**src/rtl/sdram_arbiter.sv**
```systemverilog
// sdram_arbiter: shares one SDRAM controller command port between the
// instruction-fetch (IF) and data-memory (ME) requesters, one transaction
// in flight at a time. ME has priority; a starvation counter forces an IF
// grant after STARVE_LIMIT consecutive contested ME grants.
// Optional watchdog: define SDRAM_ARB_WATCHDOG_EN to time out transactions
// after WDOG_CYCLES cycles in ISSUE/WAIT (ack with err = 1, rdata = 0).
module sdram_arbiter #(
   parameter int ADDR_W       = 25,
   parameter int DATA_W       = 16,
   parameter int STARVE_LIMIT = 4,
   parameter int WDOG_CYCLES  = 1024
) (
   input  logic              CLOCK_50,
   input  logic              reset,
   // instruction fetch requester
   input  logic              if_req,
   input  logic [ADDR_W-1:0] if_addr,
   output logic              if_ack,
   output logic [DATA_W-1:0] if_rdata,
   output logic              if_err,
   // data memory requester
   input  logic              me_req,
   input  logic              me_we,
   input  logic [ADDR_W-1:0] me_addr,
   input  logic [DATA_W-1:0] me_wdata,
   output logic              me_ack,
   output logic [DATA_W-1:0] me_rdata,
   output logic              me_err,
   // SDRAM controller command port
   output logic              ctl_valid,
   input  logic              ctl_ready,
   output logic              ctl_we,
   output logic [ADDR_W-1:0] ctl_addr,
   output logic [DATA_W-1:0] ctl_wdata,
   input  logic              ctl_rvalid,
   input  logic [DATA_W-1:0] ctl_rdata,
   // status
   output logic              busy,
   output logic              owner
);

   localparam int SW = $clog2(STARVE_LIMIT + 1);

   typedef enum logic [1:0] {IDLE, ISSUE, WAIT, DONE} state_t;

   state_t          state, state_nxt;
   logic [SW-1:0]   starve_cnt;
   logic            grant_me, grant_if;
   logic            accept, capture, abort;
   logic            timeout;

`ifdef SDRAM_ARB_WATCHDOG_EN
   localparam int WW = $clog2(WDOG_CYCLES + 1);
   logic [WW-1:0] wdog_cnt;

   // watchdog: restarts with each grant, counts every cycle in ISSUE/WAIT
   always_ff @(posedge CLOCK_50) begin
      if (reset)
         wdog_cnt <= '0;
      else if (grant_me || grant_if)
         wdog_cnt <= '0;
      else if (state == ISSUE || state == WAIT)
         wdog_cnt <= wdog_cnt + 1'b1;
   end

   // fires in the last allowed cycle so the ack lands WDOG_CYCLES after ISSUE entry
   assign timeout = (state == ISSUE || state == WAIT) &&
                    (wdog_cnt == WW'(WDOG_CYCLES - 1));
`else
   logic [31:0] wdog_unused;
   assign wdog_unused = WDOG_CYCLES;
   assign timeout     = 1'b0;
`endif

   // state register
   always_ff @(posedge CLOCK_50) begin
      if (reset)
         state <= IDLE;
      else
         state <= state_nxt;
   end

   // next state plus the one-cycle event strobes that drive the output registers
   always_comb begin
      state_nxt = state;
      grant_me  = 1'b0;
      grant_if  = 1'b0;
      accept    = 1'b0;
      capture   = 1'b0;
      abort     = 1'b0;
      case (state)
         IDLE: begin
            // ME wins unless IF is also waiting and has been passed over enough times
            if (me_req && (!if_req || starve_cnt < SW'(STARVE_LIMIT)))
               grant_me = 1'b1;
            else if (if_req)
               grant_if = 1'b1;
            if (grant_me || grant_if)
               state_nxt = ISSUE;
         end
         ISSUE: begin
            if (timeout) begin
               abort     = 1'b1;
               state_nxt = DONE;
            end else if (ctl_ready) begin
               accept    = 1'b1;
               state_nxt = WAIT;
            end
         end
         WAIT: begin
            // a completion arriving on the timeout cycle is still taken as real data
            if (ctl_rvalid) begin
               capture   = 1'b1;
               state_nxt = DONE;
            end else if (timeout) begin
               abort     = 1'b1;
               state_nxt = DONE;
            end
         end
         DONE:    state_nxt = IDLE;
         default: state_nxt = IDLE;
      endcase
   end

   // starvation counter: counts contested ME grants, any IF grant clears it
   always_ff @(posedge CLOCK_50) begin
      if (reset)
         starve_cnt <= '0;
      else if (grant_if)
         starve_cnt <= '0;
      else if (grant_me && if_req)
         starve_cnt <= starve_cnt + 1'b1;
   end

   // registered outputs: command latch at grant, acks/rdata at completion
   always_ff @(posedge CLOCK_50) begin
      if (reset) begin
         if_ack    <= 1'b0;
         if_err    <= 1'b0;
         if_rdata  <= '0;
         me_ack    <= 1'b0;
         me_err    <= 1'b0;
         me_rdata  <= '0;
         ctl_valid <= 1'b0;
         ctl_we    <= 1'b0;
         ctl_addr  <= '0;
         ctl_wdata <= '0;
         busy      <= 1'b0;
         owner     <= 1'b0;
      end else begin
         if_ack <= 1'b0;
         if_err <= 1'b0;
         me_ack <= 1'b0;
         me_err <= 1'b0;
         busy   <= (state_nxt != IDLE);
         if (grant_me || grant_if) begin
            owner     <= grant_me;
            ctl_valid <= 1'b1;
            ctl_we    <= grant_me & me_we;
            ctl_addr  <= grant_me ? me_addr : if_addr;
            ctl_wdata <= grant_me ? me_wdata : '0;
         end
         if (accept || abort)
            ctl_valid <= 1'b0;
         if (capture || abort) begin
            if (owner) begin
               me_ack   <= 1'b1;
               me_err   <= abort;
               me_rdata <= abort ? '0 : ctl_rdata;
            end else begin
               if_ack   <= 1'b1;
               if_err   <= abort;
               if_rdata <= abort ? '0 : ctl_rdata;
            end
         end
      end
   end

endmodule
```
**config.mk**
```make
export PLATFORM = sky130hd
export DESIGN_NAME = sdram_arbiter
export DESIGN_NICKNAME = d
export VERILOG_FILES = /design/src/rtl/sdram_arbiter.sv
export SDC_FILE = /design/constraint.sdc
export NUM_CORES = 1
export LEC_CHECK = 0
export ABC_AREA = 1
export CORE_MARGIN = 8
export CORE_UTILIZATION = 30
export CTS_CLUSTER_SIZE = 16
export DETAILED_ROUTE_END_ITERATION = 6
export PLACE_DENSITY_LB_ADDON = 0.25
export SETUP_SLACK_MARGIN = 0.15
export SLEW_MARGIN = 20
export SYNTH_ARGS = -nofsm -noshare
export SYNTH_HDL_FRONTEND = slang
export SYNTH_SLANG_ARGS = --single-unit
```
**constraint.sdc**
```tcl
create_clock -name CLOCK_50 -period 1.2 [get_ports CLOCK_50]
set_input_delay 0.24 -clock CLOCK_50 [delete_from_list [all_inputs] [get_ports CLOCK_50]]
set_output_delay 0.24 -clock CLOCK_50 [all_outputs]
set_load 0.005 [all_outputs]
```
==> qor.yml <==
detailed_routing:
  dr.pass1.iters: 5
  avgRoutedWirePerCell_um: 15.3
  final_antenna_net_count: 0
  via_per_inst: 4.64
  post-route-drc-count: 0
  drt-initial-drc-count: 185
  wirelength_um: 12900
  vias: 3908
worst_setup_path:
  crit_type: "reg -> reg"
  cp.arrival_ps: 1450
  path_max_fanout: 13
  worst_setup_path_end_kind: "register"
  worst_setup_path_start_kind: "register"
  crit_top_cell: "nand2_1"
  critPathMaxStageDelay_ps: 370
  cp_slowest_cell: "dfxtp_4"
  required_ps: 1430
  path_cells: "nor2_4 -> nand3_4 -> buf_12 -> nand2_1 -> nand3_1 -> nand2_1 -> inv_1"
logic_synthesis:
  synth_most_common_cell: "nand2_1"
  async_flop_share_pct: 0
  avgSynthCellArea_um2: 7.42
  synth_ff_type: "dfxtp_1"
  yosys.area_share.simple_pct: 36.0
  synthCells: 488
  synth-compound-area-share_pct: 7.88
  synth_area_leader_cell: "dfxtp_1"
  yosysSeqAreaShare_pct: 46.5
  synth_mux_area_share_pct: 0
  synthTopCellsByArea: "dfxtp_1 46%, nand2_1 11%, nor2_1 9.7%, a21oi_1 4.8%, nand4_1 4.5%"
  synthXorXnorAreaFrac_pct: 0.242
  synth_top_area_share_pct: 46.5
  netlist_area_mm2: 0.00362
  synth.distinct_cells: 31
  synth_top_family_by_area: "simple AND/OR/NAND/NOR gates"
  synth_edf_count: 0
  synthTopCellsByCount: "108 x nand2_1, 94 x nor2_1, 84 x dfxtp_1, 35 x a21oi_1, 29 x inv_1"
  synth_warnings: 0
  synth_seq_cells: 84
  synth_fa_ha_area_share_pct: 0.346
floorplan:
  core_area_mm2: 0.0119
  boundaryPins: 170
  initial_utilization_pct: 30.4
  placementRows: 40
  die_w_um: 126
  dieArea_mm2: 0.0158
  die_y_um: 126
sta:
  rsz0062_at_grt: "true"
  fin_skew_ps: 8.84
  setup_tns_ps: -211
  fmax_mhz: 818
  hold_violations: 0
  finalWorstSetupSlack_ps: -22.9
  finalSetupViolCount: 22
  fin_crit_sh_pct: 102
  slew_viol_final: 0
  post-route-min-period_ps: 1220
  holdWs_ps: 334
cells_and_area:
  fin_nets: 781
  fill_cells: 1119
  area_delta_synth_final_pct: 75.4
  drive_gt1_share_pct: 46.4
  final_core_util_pct: 53.3
  final_area_mm2: 0.00635
  diodes: 0
job:
  drv_cap: 0
cts:
  cts_buffers: 9
  root_buffer: "clkbuf_16"
  clockBufferDepth: 2
  cts_tree: "yes"
  cts.sinks: 84
  path_clk_slew_ps: 70
  cts_max_level: 3
  insertion_delay_ps: 340
power_and_ir_drop:
  p_per_area_mw_per_mm2: 1220
  p_total_mw: 7.74
  power.leakage_nw: 2.95
  peakVddDrop_v: 0.000554
worst_hold_path:
  min_path_type: "in -> reg"
global_routing:
  antenna_found_initial: 0
  grt_pass1_wl_um: 19500
  grt_max_degree: 25
  grt_usage_pct: 15.1
  grt_pass1_vias: 3776
  grt_overflow: 0
placement:
  portBuffers: 167
  hpwlAfterDp_um: 8950
  routabilityCongestion: 0.736
  placed_cell_area_mm2: 0.00557
run_status:
  status: "finished with violations"
  violations: "negative setup slack"
## state kept, by name, indices dropped and copies added, names as in the netlist
| signal | count |
|---|---|
| if_rdata | 16 |
| owner | 1 |
| ctl_we | 1 |
| ctl_addr | 25 |
| me_rdata | 16 |
| me_ack | 1 |
| ctl_wdata | 16 |
| starve_cnt | 3 |
| if_ack | 1 |
| state | 2 |
| ctl_valid | 1 |
| busy | 1 |
## worst paths after layout
kind,slack [ps],cells after the start,endpoint,from
setup / recovery,-20,7,ctl_addr[7],state[1]
hold / removal,330,2,state[1],reset
setup reg to reg,-20,7,ctl_addr[7],state[1]
hold reg to reg,460,2,me_rdata[7],me_rdata[7]
## worst max-delay path, delay by kind of cell, from the launching register on
family,cells,cell delay [ps]
buf+inv,2,200
flops,1,370
simple gates,5,550
## placed cells by master, fill, tap and decap left out, drive strengths merged
cell type and count:
clkdlybuf4s50 84, nand3b 17, dlygate4sd2 2, nor2 98, nand2 110, inv 34
nand4 27, nand3 29, clkinvlp 2, o21ai 17, dlymetal6s2s 1, o21bai 1
conb 2, xor2 1, buf 134, ha 1, dfxtp 84, a21oi 37
clkinv 2, clkbuf 13
## final cells by class
type                       count  area, um2  area share, %
inverter                      33        146           2.31
clock buffer                  11        233           3.67
tap                          147        184           2.90
timing repair buffer         223       2000           31.4
clock inverter                 5       37.5          0.591
sequential                    84       1780           28.1
multi-input combinational    340       1970           31.0
## metrics by stage
step,instances,setup WS (ps)
floorplan,489,67.3
global placement,800,-405
detailed placement,800,-436
CTS,829,-13.2
global route,843,-109
finish,843,-22.9
## per-layer routing
metal	global-route usage [%]	vias to the layer above	share of wire [%]
li1	-	1977	-
met1	17.9	1799	42
met2	25.6	118	50
met3	4.01	14	6.7
met4	5.52	0	1.2
met5	0	-	0
## kinds of logic after synthesis
kind of cell / count (synthesis)
other: 1
flip-flops: 84
XOR/XNOR: 1
AO/OA/AOI/OAI: 55
AND/OR/NAND/NOR: 281
adder cells (fa/ha/maj): 1
buffers and inverters: 65
## where the power goes
part / switching [mW] / internal (mW) / total (mW) / leakage [nW]
Clock: 1.14 / 1.41 / 2.55 / 0.126
Sequential: 0.120 / 3.03 / 3.15 / 0.719
Combinational: 0.976 / 1.06 / 2.03 / 2.11
## timing repair
| action | in CTS | in global routing |
|---|---|---|
| pin swaps | 19 | 36 |
| cloned | 3 | 3 |
| buffers inserted | 10 | 11 |
| hold buffers | 0 | 0 |
| endpoints found under the setup margin | 159 | 99 |
| resized for setup | 438 | 110 |
Power figures use the tool's default switching activity.
==> patch (same flow settings) <==
`STARVE_LIMIT`: 4 -> 2.
--- a/src/rtl/sdram_arbiter.sv
+++ b/src/rtl/sdram_arbiter.sv
@@ -7,7 +7,7 @@
 module sdram_arbiter #(
    parameter int ADDR_W       = 25,
    parameter int DATA_W       = 16,
-   parameter int STARVE_LIMIT = 4,
+   parameter int STARVE_LIMIT = 2,
    parameter int WDOG_CYCLES  = 1024
 ) (
    input  logic              CLOCK_50,
Function: changed (a bounded check fails within 10 cycles, from zero or initial values and one cycle with reset high).
==> patch against the original RTL <==
  * The run still ends with negative setup slack left
  * Design area is 3.4% higher
  * Synthesized area shrank 0.97%
  * Via count rose by 3.3%
  * Sequential cell count shrank 1
  * Total power rose by 3.1%
  * Routed wire length up 9.5%
  * Final cell count is 1.2% lower
  * Sequential share of layout area shrank 1.2 points
  * Setup slack worse by 0.047 ns
  * Clock power grew 4%
  * Critical path type unchanged
  * Highest routed layer unchanged
==> patch: results (changes against the original RTL) <==
metric,value,unit,change
status,"complete, but fails checks",,
failing checks,negative setup slack,,
Synth Area in XOR/XNOR,0,%,-0.24 points
Fill cells,1095,,-2.1%
Hold Path Sink,ctl_valid$_SDFFE_PP0P_,,
met1 usage,19.15,%,+1.2 points
met2 WL,6.690,mm,+4.4%
worst reg-to-reg path cell count,8,,+1
final setup violation count,65,,+200%
P_comb,2.22,mW,+9%
fin area,6565,um2,+3.4%
setup tns final,-2.579,ns,-2.368 ns
leakage,2.971,nW,+0.58%
M2 GR Usage,26.72,%,+1.1 points
P_int,5.733,mW,+4.2%
top post-synthesis cells by count,"nand2_1, dfxtp_1, a21oi_1",,
compound-cell area share of the yosys netlist,11.62,%,+3.7 points
Clock Skews,0.008945,ns,+0.0001031 ns
first-pass GRT wire length,20.71,mm,+6.3%
final WL,14.14,mm,+9.5%
final hold slack,0.3090,ns,-0.02464 ns
placed cells,783,,-2.1%
Final nets,771,,-1.3%
detailed-placement wirelength estimate,8.692,mm,-2.9%
routed len/inst,16.97,um,+11%
initial DRC count,275,,+49%
Mapped Cells,478,,-2.0%
largest net degree at the start of global routing,41,,+64%
"top cells by area, synth","dfxtp_1, nand2_1, a21oi_1",,
register share of total power,39.1,%,-1.7 points
Netlist cell types,27,,-13%
Final Wtd Congestion,0.7636,,+3.8%
share of layout cells above drive strength 1,46.79,%,+0.38 points
worst path arrival time,1.56,ns,+0.11 ns
sequential area share after synthesis,46.35,%,-0.10 points
vias in the first global route,3932,,+4.1%
vias per inst,4.846,,+4.5%
"Reg clk slew, reported paths",0.06,ns,
Routed met1 length,5.905,mm,+7.9%
Final WS setup,-0.06944,ns,-0.04652 ns
Place WS,-0.5273,ns,-0.09115 ns
CP startpoint,state[1]$_SDFF_PP0_,,
crit path max fanout,10,,-3
met3 WL,1.326,mm,+52%
placed inst area,5505,um2,-1.2%
Worst Setup EP,ctl_addr[1]$_SDFFE_PP0P_,,
clock tree buffer depth,2,,unchanged
patch: cell count changes after synthesis, moves of 2 or more:
cell	unedited run	this run
inv_1	29	53
buf_6	5	7
nor2_2	0	2
nor2_1	94	37
a21oi_2	2	0
clkbuf_1	12	8
a21oi_1	35	61
buf_2	10	14
patch: what timing repair did:
action | 4_1_cts | 5_1_grt
setup endpoints to repair | 160 | 106
pin swaps | 7 | 40
setup buffers | 11 | 10
hold buffers | 0 | 0
cloned | 6 | 8
resized for setup | 423 | 135
patch: critical path: stages (launching register included):
cell	delay (ns)
dfxtp_2	0.34
nor2_4	0.18
buf_12	0.15
buf_6	0.12
clkbuf_16	0.15
nand4_1	0.07
nand3_1	0.11
nand2_1	0.06
inv_1	0.04
patch: final cells by class:
cell class	count	area share, %
repair buffers	222	33.47
multi-input cells	310	29.12
flip-flops and latches	83	26.83
well taps	147	2.802
clock buffers	13	4.117
clock inverters	2	0.1525
inverters	56	3.507
